**config.mk**
```make
export PLATFORM = sky130hd
export DESIGN_NAME = tft_rx_monitor
export DESIGN_NICKNAME = d
export VERILOG_FILES = /design/src/rtl/tft_rx_monitor.sv
export SDC_FILE = /design/constraint.sdc
export NUM_CORES = 1
export LEC_CHECK = 0
export CELL_PAD_IN_SITES_DETAIL_PLACEMENT = 1
export CELL_PAD_IN_SITES_GLOBAL_PLACEMENT = 1
export CORE_ASPECT_RATIO = 0.7
export CORE_UTILIZATION = 40
export DETAILED_ROUTE_END_ITERATION = 10
export GPL_ROUTABILITY_DRIVEN = 0
export GPL_TIMING_DRIVEN = 0
export PLACE_DENSITY_LB_ADDON = 0.08
export SETUP_SLACK_MARGIN = 0.1
export SLEW_MARGIN = 20
export SYNTH_ARGS = -nofsm -noshare
export SYNTH_HDL_FRONTEND = slang
export SYNTH_SLANG_ARGS = --single-unit
```
**constraint.sdc**
```tcl
create_clock -name tft_clk -period 6.05 [get_ports tft_clk]
set_clock_uncertainty 0.15 [all_clocks]
set_input_delay 0.9075 -clock tft_clk [delete_from_list [all_inputs] [get_ports tft_clk]]
set_output_delay 0.9075 -clock tft_clk [all_outputs]
set_load 0.1 [all_outputs]
```
**src/rtl/tft_rx_monitor.sv**
```systemverilog
// ---------------------------------------------------------------------------
// tft_rx_monitor
//
// Purpose
//   Passive monitor for a DE-only parallel RGB (TFT) video stream. It locks
//   onto the stream by finding the vertical blanking gap. A gap is a run of
//   VGAP consecutive data-enable-low cycles. Once locked, the monitor:
//     - re-emits every received pixel with its (x, y) coordinate and a
//       3-3-3 bit colour reduction, one cycle after the pixel is sampled;
//     - measures each line length and the frame height, and flags frames
//       whose geometry differs from X_RES x Y_RES;
//     - captures the pixel that appears at a programmable probe coordinate;
//     - counts completed frames.
//
// Parameters
//   X_RES  expected active pixels per line
//   Y_RES  expected active lines per frame
//   VGAP   consecutive DE-low cycles that mark vertical blanking (>= 2)
//
// Ports
//   tft_clk        in   pixel clock; everything runs on its rising edge
//   rstb           in   asynchronous, active-high reset
//   tft_data_ena   in   data enable of the incoming stream
//   tft_red/green/blue in 8b pixel components
//   probe_x/probe_y in  10b/9b coordinate to capture
//   x / y          out  10b/9b coordinate of the pixel shown on pix_rgb
//   pix_valid      out  pix_rgb, x and y are valid this cycle
//   pix_rgb        out  {red[7:5], green[7:5], blue[7:5]}
//   line_width     out  last measured line length
//   frame_lines    out  last measured frame height
//   probe_rgb      out  colour captured at the probe coordinate
//   probe_valid    out  sticky: a probe capture has happened since reset
//   frame_done     out  one-cycle pulse at the end of each frame
//   err_width      out  some line of the last frame was not X_RES long
//   err_height     out  the last frame did not have Y_RES lines
//   frame_count    out  completed frames since reset (wraps)
// ---------------------------------------------------------------------------
module tft_rx_monitor #(
  parameter int X_RES = 480,
  parameter int Y_RES = 272,
  parameter int VGAP  = 1000
) (
  input  logic        tft_clk,
  input  logic        rstb,
  input  logic        tft_data_ena,
  input  logic [7:0]  tft_red,
  input  logic [7:0]  tft_green,
  input  logic [7:0]  tft_blue,
  input  logic [9:0]  probe_x,
  input  logic [8:0]  probe_y,
  output logic [9:0]  x,
  output logic [8:0]  y,
  output logic        pix_valid,
  output logic [8:0]  pix_rgb,
  output logic [9:0]  line_width,
  output logic [8:0]  frame_lines,
  output logic [8:0]  probe_rgb,
  output logic        probe_valid,
  output logic        frame_done,
  output logic        err_width,
  output logic        err_height,
  output logic [15:0] frame_count
);

  // The gap counter only needs to hold 0..VGAP because it saturates there.
  localparam int               GAP_W    = $clog2(VGAP + 1);
  localparam logic [GAP_W-1:0] VGAP_C   = GAP_W'(VGAP);
  localparam logic [GAP_W-1:0] GAP_ONE  = GAP_W'(1);
  localparam logic [9:0]       X_RES_C  = 10'(X_RES);
  localparam logic [8:0]       Y_RES_C  = 9'(Y_RES);
  localparam logic [9:0]       PIX_MAX  = 10'd1023;
  localparam logic [8:0]       LINE_MAX = 9'd511;

  typedef enum logic [1:0] {
    ST_SYNC   = 2'd0,  // hunting for the first vertical gap, data ignored
    ST_VBLANK = 2'd1,  // locked, waiting for the first line of a frame
    ST_ACTIVE = 2'd2,  // receiving pixels of a line
    ST_HBLANK = 2'd3   // between lines, or sliding into vertical blanking
  } state_t;

  state_t state_q, state_d;

  // Measurement state
  logic [GAP_W-1:0] gap_q, gap_d;            // consecutive DE-low cycles
  logic [9:0]       pix_cnt_q, pix_cnt_d;    // pixels seen in current line
  logic [8:0]       line_cnt_q, line_cnt_d;  // lines seen in current frame
  logic             werr_q, werr_d;          // width error seen this frame

  // Output registers
  logic [9:0]  x_q, x_d;
  logic [8:0]  y_q, y_d;
  logic        pix_valid_q, pix_valid_d;
  logic [8:0]  pix_rgb_q, pix_rgb_d;
  logic [9:0]  line_width_q, line_width_d;
  logic [8:0]  frame_lines_q, frame_lines_d;
  logic [8:0]  probe_rgb_q, probe_rgb_d;
  logic        probe_valid_q, probe_valid_d;
  logic        frame_done_q, frame_done_d;
  logic        err_width_q, err_width_d;
  logic        err_height_q, err_height_d;
  logic [15:0] frame_count_q, frame_count_d;

  // Helper values shared by several states
  logic [8:0]       rgb_in;
  logic [GAP_W-1:0] gap_inc;
  logic [9:0]       pix_inc;
  logic [8:0]       line_inc;
  logic             probe_hit;

  // Only the top three bits of each component are forwarded.
  assign rgb_in   = {tft_red[7:5], tft_green[7:5], tft_blue[7:5]};

  // The lower colour bits are intentionally dropped.
  logic unused_color_bits;
  assign unused_color_bits = ^{tft_red[4:0], tft_green[4:0], tft_blue[4:0]};

  // Saturating increments.
  assign gap_inc  = (gap_q == VGAP_C)        ? gap_q      : gap_q + GAP_ONE;
  assign pix_inc  = (pix_cnt_q == PIX_MAX)   ? pix_cnt_q  : pix_cnt_q + 10'd1;
  assign line_inc = (line_cnt_q == LINE_MAX) ? line_cnt_q : line_cnt_q + 9'd1;

  // The probe looks at the registered pixel stage. It uses the probe
  // coordinate present in the same cycle that pixel is presented, so the
  // capture lands one cycle after pix_valid.
  assign probe_hit = pix_valid_q && (x_q == probe_x) && (y_q == probe_y);

  // -------------------------------------------------------------------------
  // Next-state and output logic
  // -------------------------------------------------------------------------
  always_comb begin
    state_d       = state_q;
    gap_d         = gap_q;
    pix_cnt_d     = pix_cnt_q;
    line_cnt_d    = line_cnt_q;
    werr_d        = werr_q;
    x_d           = x_q;
    y_d           = y_q;
    pix_valid_d   = 1'b0;
    pix_rgb_d     = pix_rgb_q;
    line_width_d  = line_width_q;
    frame_lines_d = frame_lines_q;
    frame_done_d  = 1'b0;
    err_width_d   = err_width_q;
    err_height_d  = err_height_q;
    frame_count_d = frame_count_q;
    probe_rgb_d   = probe_hit ? pix_rgb_q : probe_rgb_q;
    probe_valid_d = probe_valid_q | probe_hit;

    unique case (state_q)
      ST_SYNC: begin
        // Only the length of the DE-low run matters here. Lines seen before
        // lock have unknown position in the frame and are discarded.
        if (tft_data_ena) begin
          gap_d = '0;
        end else begin
          gap_d = gap_inc;
          if (gap_inc == VGAP_C) begin
            state_d = ST_VBLANK;
          end
        end
      end

      ST_VBLANK: begin
        if (tft_data_ena) begin
          // First pixel of a frame. It is emitted as (0,0), and the pixel
          // counter already includes it.
          state_d     = ST_ACTIVE;
          gap_d       = '0;
          line_cnt_d  = '0;
          pix_cnt_d   = 10'd1;
          pix_valid_d = 1'b1;
          x_d         = '0;
          y_d         = '0;
          pix_rgb_d   = rgb_in;
        end
      end

      ST_ACTIVE: begin
        if (tft_data_ena) begin
          pix_valid_d = 1'b1;
          x_d         = pix_cnt_q;
          y_d         = line_cnt_q;
          pix_rgb_d   = rgb_in;
          pix_cnt_d   = pix_inc;
        end else begin
          // The falling edge of DE closes the line. This low cycle is the
          // first cycle of the gap, so the gap counter starts at 1.
          state_d      = ST_HBLANK;
          line_width_d = pix_cnt_q;
          if (pix_cnt_q != X_RES_C) begin
            werr_d = 1'b1;
          end
          line_cnt_d = line_inc;
          gap_d      = GAP_ONE;
        end
      end

      ST_HBLANK: begin
        // DE high always wins. A line that starts on the same cycle the gap
        // would have reached VGAP is still part of the current frame.
        if (tft_data_ena) begin
          state_d     = ST_ACTIVE;
          gap_d       = '0;
          pix_cnt_d   = 10'd1;
          pix_valid_d = 1'b1;
          x_d         = '0;
          y_d         = line_cnt_q;
          pix_rgb_d   = rgb_in;
        end else begin
          gap_d = gap_inc;
          if (gap_inc == VGAP_C) begin
            // The gap is long enough to be vertical blanking: close the frame.
            state_d       = ST_VBLANK;
            frame_done_d  = 1'b1;
            frame_lines_d = line_cnt_q;
            err_height_d  = (line_cnt_q != Y_RES_C);
            err_width_d   = werr_q;
            frame_count_d = frame_count_q + 16'd1;
            werr_d        = 1'b0;
            line_cnt_d    = '0;
          end
        end
      end

      default: begin
        state_d = ST_SYNC;
      end
    endcase
  end

  // -------------------------------------------------------------------------
  // State register. Reset drops all partial measurements and returns to
  // SYNC, so the monitor must see a full gap again before it trusts data.
  // -------------------------------------------------------------------------
  always_ff @(posedge tft_clk or posedge rstb) begin
    if (rstb) begin
      state_q       <= ST_SYNC;
      gap_q         <= '0;
      pix_cnt_q     <= '0;
      line_cnt_q    <= '0;
      werr_q        <= 1'b0;
      x_q           <= '0;
      y_q           <= '0;
      pix_valid_q   <= 1'b0;
      pix_rgb_q     <= '0;
      line_width_q  <= '0;
      frame_lines_q <= '0;
      probe_rgb_q   <= '0;
      probe_valid_q <= 1'b0;
      frame_done_q  <= 1'b0;
      err_width_q   <= 1'b0;
      err_height_q  <= 1'b0;
      frame_count_q <= '0;
    end else begin
      state_q       <= state_d;
      gap_q         <= gap_d;
      pix_cnt_q     <= pix_cnt_d;
      line_cnt_q    <= line_cnt_d;
      werr_q        <= werr_d;
      x_q           <= x_d;
      y_q           <= y_d;
      pix_valid_q   <= pix_valid_d;
      pix_rgb_q     <= pix_rgb_d;
      line_width_q  <= line_width_d;
      frame_lines_q <= frame_lines_d;
      probe_rgb_q   <= probe_rgb_d;
      probe_valid_q <= probe_valid_d;
      frame_done_q  <= frame_done_d;
      err_width_q   <= err_width_d;
      err_height_q  <= err_height_d;
      frame_count_q <= frame_count_d;
    end
  end

  assign x           = x_q;
  assign y           = y_q;
  assign pix_valid   = pix_valid_q;
  assign pix_rgb     = pix_rgb_q;
  assign line_width  = line_width_q;
  assign frame_lines = frame_lines_q;
  assign probe_rgb   = probe_rgb_q;
  assign probe_valid = probe_valid_q;
  assign frame_done  = frame_done_q;
  assign err_width   = err_width_q;
  assign err_height  = err_height_q;
  assign frame_count = frame_count_q;

endmodule
```
After elaboration in Yosys (flattened, before gate mapping) --
Index checks and enable logic that the tools add are counted. Widths: inputs -> output; s select.
Operators by class: add/subtract/negate cells 4, equality and inequality tests 22, muxes and demuxes 35, bitwise gates (word level) 2, reductions and logical operators 21
Operator list (number):
- $mux 10 | 8
- $mux 9 | 6
- $pmux 10 s2 | 2
- $eq 10x10->1 const B | 3
- $pmux 10 s3 | 1
- $pmux 9 s3 | 1
- $add 10x1->10 const B | 2
- $ne 2x2->1 const B | 9
- $pmux 9 s2 | 1
- $add 16x1->16 const B | 1
- $reduce_and 3->1 | 4
- $eq 10x10->1 | 1
- $mux 2 | 5
- $ne 10x9->1 const B | 1
- $add 9x1->9 const B | 1
- $eq 9x9->1 | 1
- $eq 9x9->1 const B | 1
- $mux 1 | 9
- $ne 9x9->1 const B | 1
- $pmux 2 s4 | 1
- $reduce_and 2->1 | 3
- $reduce_and 6->1 | 1
- $reduce_bool 2->1 | 3
- $reduce_or 2->1 | 3
- 12 further kinds | 15
Storage, ports and cells: register bits 109, input bits 46, output and inout bits 77, word-level logic and storage cells 101

Depth between registers and ports, before layout --
depth after elaboration 6, mapped depth 11, depth with buffers taken out 11

Worst setup path after synthesis --
OpenSTA, ideal clock, no wires.
path type reg-to-reg, start reg gap_q[0], end reg line_cnt_q[6], library setup time 0.095 ns, data arrival time 2.633 ns, data required time 5.805 ns, slack 3.171 ns, stages on the path, launching flop included 9, buffers on the path 0, clock period less this slack 2.879 ns, path through dfrtp_1 > inv_1 > ha_1 > or4_1 > a22oi_2 > o211ai_2 > o41a_4 > or3b_4 > o31ai_1
On the way: longest elaborated chain between the ends 5, elaborated cells between the ends (all ways) 6, those cells by class add/sub: 1; eq/ne: 3; mux: 1; reduce/logical: 1
RTL lines:
- start: declaration | RTL line 84 | logic [GAP_W-1:0] gap_q, gap_d;
- start signal: assignment | RTL line 256 | gap_q <= gap_d;
- $add 10x1->10 / $eq 10x10->1 (equally long branches) | RTL line 118 | assign gap_inc = (gap_q == VGAP_C) ? gap_q : gap_q + GAP_ONE;
- $mux 10 (*) | RTL line 118
- $eq 10x10->1 (*) | RTL line 211 | if (gap_inc == VGAP_C) begin
- $ne 2x2->1 (no source line) (*)
- $reduce_and 6->1 (no source line) (*)
- end signal: assignment | RTL line 258 | line_cnt_q <= line_cnt_d;
- end: declaration | RTL line 86 | logic [8:0] line_cnt_q, line_cnt_d;
Every way passes the cells marked *; elsewhere a longest branch is shown, timed or not. A chain may end at the register's enable or synchronous reset.

Worst setup path after layout --
start reg gap_q[0], end reg frame_count_q[15] (netlist: frame_count[15])
On the way: longest elaborated chain between the ends 4, elaborated cells between the ends (all ways) 5, those cells by class add/sub: 1; eq/ne: 2; mux: 1; reduce/logical: 1
RTL lines:
- $add 10x1->10 / $eq 10x10->1 (equally long branches) | RTL line 118
- $mux 10 (*) | RTL line 118
- $eq 10x10->1 (*) | RTL line 211
- $reduce_and 3->1 (no source line) (*)
- end signal: assignment | RTL line 271 | frame_count_q <= frame_count_d;
- end: declaration | RTL line 101 | logic [15:0] frame_count_q, frame_count_d;
Marks and branches as above.

==> summary.md <==
| Metric | Value |
|---|---|
| First-pass DRT Iterations | 5 |
| Starting density of the core | 0.420 |
| Avg Cell Area, Syn | 10.5 sq um |
| Fraction of registers with async set/reset | 1.00 |
| Detailed-route DRC error count | 0 |
| DP Area | 6650 sq um |
| Ys Warns | 0 |
| Worst hold slack | 0.329 ns |
| Post-synth EDFFs | 0 |
| Vias per cell | 5.40 |
| Gr usage total | 0.222 |
| Rows | 34 |
| GRT overflow | 0 |
| Die Ht | 98.7 um |
| TritonCTS Buffers | 9 |
| Worst setup path startpoint | gap_q[0] |
| Core area | 12700 sq um |
| Largest net degree at the start of global routing | 82 |
| CTS root buf | clkbuf_16 |
| Routed Antenna Nets | 0 |
| Reg2reg start | gap_q[0] |
| Clock Path Buffers | 2 |
| TNS Setup | 0 ns |
| Post-CTS Setup Inserts | 0 |
| Ys flop type | dfrtp_1 |
| Post-layout util | 0.546 |
| CP max-delay cell | dfrtp_1 |
| Count of cell types in the netlist | 54 |
| Port-buffer cells | 107 |
| Period utilisation layout | 0.549 |
| Max Cap Violations | 0 |
| CP arrival | 3.41 ns |
| Setup violations, final | 0 |
| Hold_buf cts | 0 |
| # H-tree levels | 3 |
| Antenna violations before repair | 0 |
| Hold Vio Cnt, Final | 0 |
| DRT iter0 DRCs | 170 |
| WL final | 14100 um |
| Worst Tran Pin Value | 1.03 ns |
| Critical path class | register to register |
| Top Ports | 123 |
| Crit path to | frame_count[15] |
| Via count | 4300 |
| Worst hold path type | register to register |
| Slew HR | 0.311 |
| Seq cells post-synth | 109 |
| Peak VDD IR | 0.171 mV |
| Crit-path max cell delay | 0.52 ns |
| Diode count | 0 |
| Critical Path, Cell by Cell | ha_1 -> buf_2 -> nand4_1 -> or3_1 -> a22oi_1 -> nand2_1 -> nor3_2 -> clkbuf_1 -> nand4_1 -> xnor2_1 |
| Synth Instances | 510 |
| Static leakage | 3.02 nW |
| First-pass GRT wire length | 24300 um |
| Slew Viols, Final | 0 |
| Die Wd | 140 um |
| Wire per inst | 17.8 um |
| Nets | 689 |
| Mapped cell area | 5350 sq um |
| Critical Path Most Common Cell | nand4_1 |
| Dpl hpwl | 10400 um |
| CTS tree | built |
| Outcome | completed |
| Crit path launch type | register |
| Depth of the worst register-to-register path | 10 |
| Ratio of cells with drive above 1 in the final layout | 0.118 |
| Finished Cell Area | 6950 sq um |
| Critical Path RT | 6.14 ns |
| RR Endpoint | frame_count[15] |
| Post-synthesis net count | 570 |
| Minimum clock period after layout | 3.32 ns |
| Commonest non-fill, non-tap cell in the layout | dfrtp_1 |
| Unrepaired setup endpoints after global routing | false |
| Clock sinks | 109 |
| Pwr/cell area | 407 nW/um^2 |
| Post-cts repair resize count | 0 |
| Fillers | 1391 |
| Clk Latency, worst-skew pair | 0.35 ns |
| Register-to-register path setup slack | 2.73 ns |
| Register area | 2730 sq um |
| Crit path capture type | register |
| Most frequent cells in the layout | dfrtp_1, clkdlybuf4s50_1, nand2_1, o21ai_0, mux2_2 |
| Area taken by multi-input logic gates | 2470 sq um |
| DIE AREA | 13800 sq um |
| Sequential area share after synthesis | 0.510 |
| Maximum clock rate | 0.301 GHz |
| Worst-path clk slew | 0.07 ns |
| Syn-to-layout area delta | 30.0% |
| Via count of the first global-routing pass | 4576 |
| CP Max Fanout | 10 |
==> routing by layer <==
layer	vias up	routed length (um)	track usage
met5	-	0	0
met1	2141	7250	0.319
li1	2049	-	-
met2	100	6210	0.349
met3	10	573	0.0423
met4	0	114	0.0456
==> cells in the mapped netlist (3+ instances only) <==
master	n	area, sq um
buf_2	5	25.0
o22ai_1	3	18.8
xnor2_1	22	193
a22o_1	7	61.3
a21o_1	3	22.5
a21oi_1	7	35.0
and3_1	11	68.8
inv_1	16	60.1
mux2_2	40	450
nor2b_1	5	31.3
o31ai_1	9	67.6
o211ai_1	3	22.5
or2_2	5	31.3
nand4_1	15	93.8
nor3b_1	3	22.5
o21ai_0	52	260
nor3_1	3	15.0
nor2_1	28	105
dfrtp_1	109	2730
or3_1	4	25.0
ha_1	14	175
clkbuf_1	16	60.1
nor4_1	5	31.3
nand2_1	59	221
nand3_1	13	65.1
xor2_1	14	123
a31oi_1	4	25.0
nand2b_1	5	31.3
==> worst min path at each step <==
| stage | from | slack [ns] | to | cells after the start |
|---|---|---|---|---|
| 2_1_floorplan | werr_q | 0.32 | werr_q | 1 |
| 4_1_cts | frame_count[15] | 0.33 | frame_count[15] | 1 |
| 6_report | frame_count[15] | 0.33 | frame_count[15] | 1 |
| 3_3_place_gp | probe_valid | 0.30 | probe_valid | 1 |
| 3_5_place_dp | frame_count[15] | 0.31 | frame_count[15] | 1 |
| 5_1_grt | line_width[0] | 0.36 | line_width[0] | 2 |
==> flip-flops by register name, summed over array words and instances, names as in the netlist, 2 cells and up <==
register and count:
frame_count 16, y 9, pix_rgb 9, x 10, frame_lines 9, gap_q 10, state_q 2, line_width 10
line_cnt_q 9, pix_cnt_q 10, probe_rgb 9
==> through the flow <==
step,power [mW],instances,worst slack [ns]
floorplan,1.90,510,2.12
global placement,2.21,779,0.484
detailed placement,2.26,780,2.58
CTS,2.85,796,2.72
global route,3.00,796,2.43
finish,2.83,796,2.73
==> cell type report <==
| type | instances | share of cell area |
|---|---|---|
| sequential | 109 | 0.393 |
| multi-input combinational | 363 | 0.355 |
| buffer | 22 | 0.0128 |
| clock inverter | 4 | 0.00450 |
| clock buffer | 12 | 0.0384 |
| inverter | 16 | 0.00936 |
| timing repair buffer | 108 | 0.158 |
| tap | 162 | 0.0292 |
==> critical path: cells and delay by family (launching register included) <==
family,cells,cell delay [ns]
XOR/XNOR,1,0.16
AND/OR/NAND/NOR,5,1.33
adder cells (fa/ha/maj),1,0.19
AO/OA/AOI/OAI,1,0.24
buffers and inverters,2,0.62
flip-flops,1,0.52
==> logic make-up after synthesis <==
group | Yosys count | share of synthesized area
DFF | 109 | 0.510
muxes | 41 | 0.0861
and+or+nand+nor | 169 | 0.160
buffers and inverters | 38 | 0.0279
adders and majority gates | 14 | 0.0328
xor gates and xnor gates | 36 | 0.0590
AOI/OAI and AO/OA | 103 | 0.124
==> where the power goes <==
part | leakage, nW | switching [mW] | internal (mW)
Sequential | 1.47 | 0.107 | 0.830
Clock | 0.149 | 0.270 | 0.315
Combinational | 1.40 | 0.929 | 0.375
No activity file was read; power rests on OpenSTA's default activity.
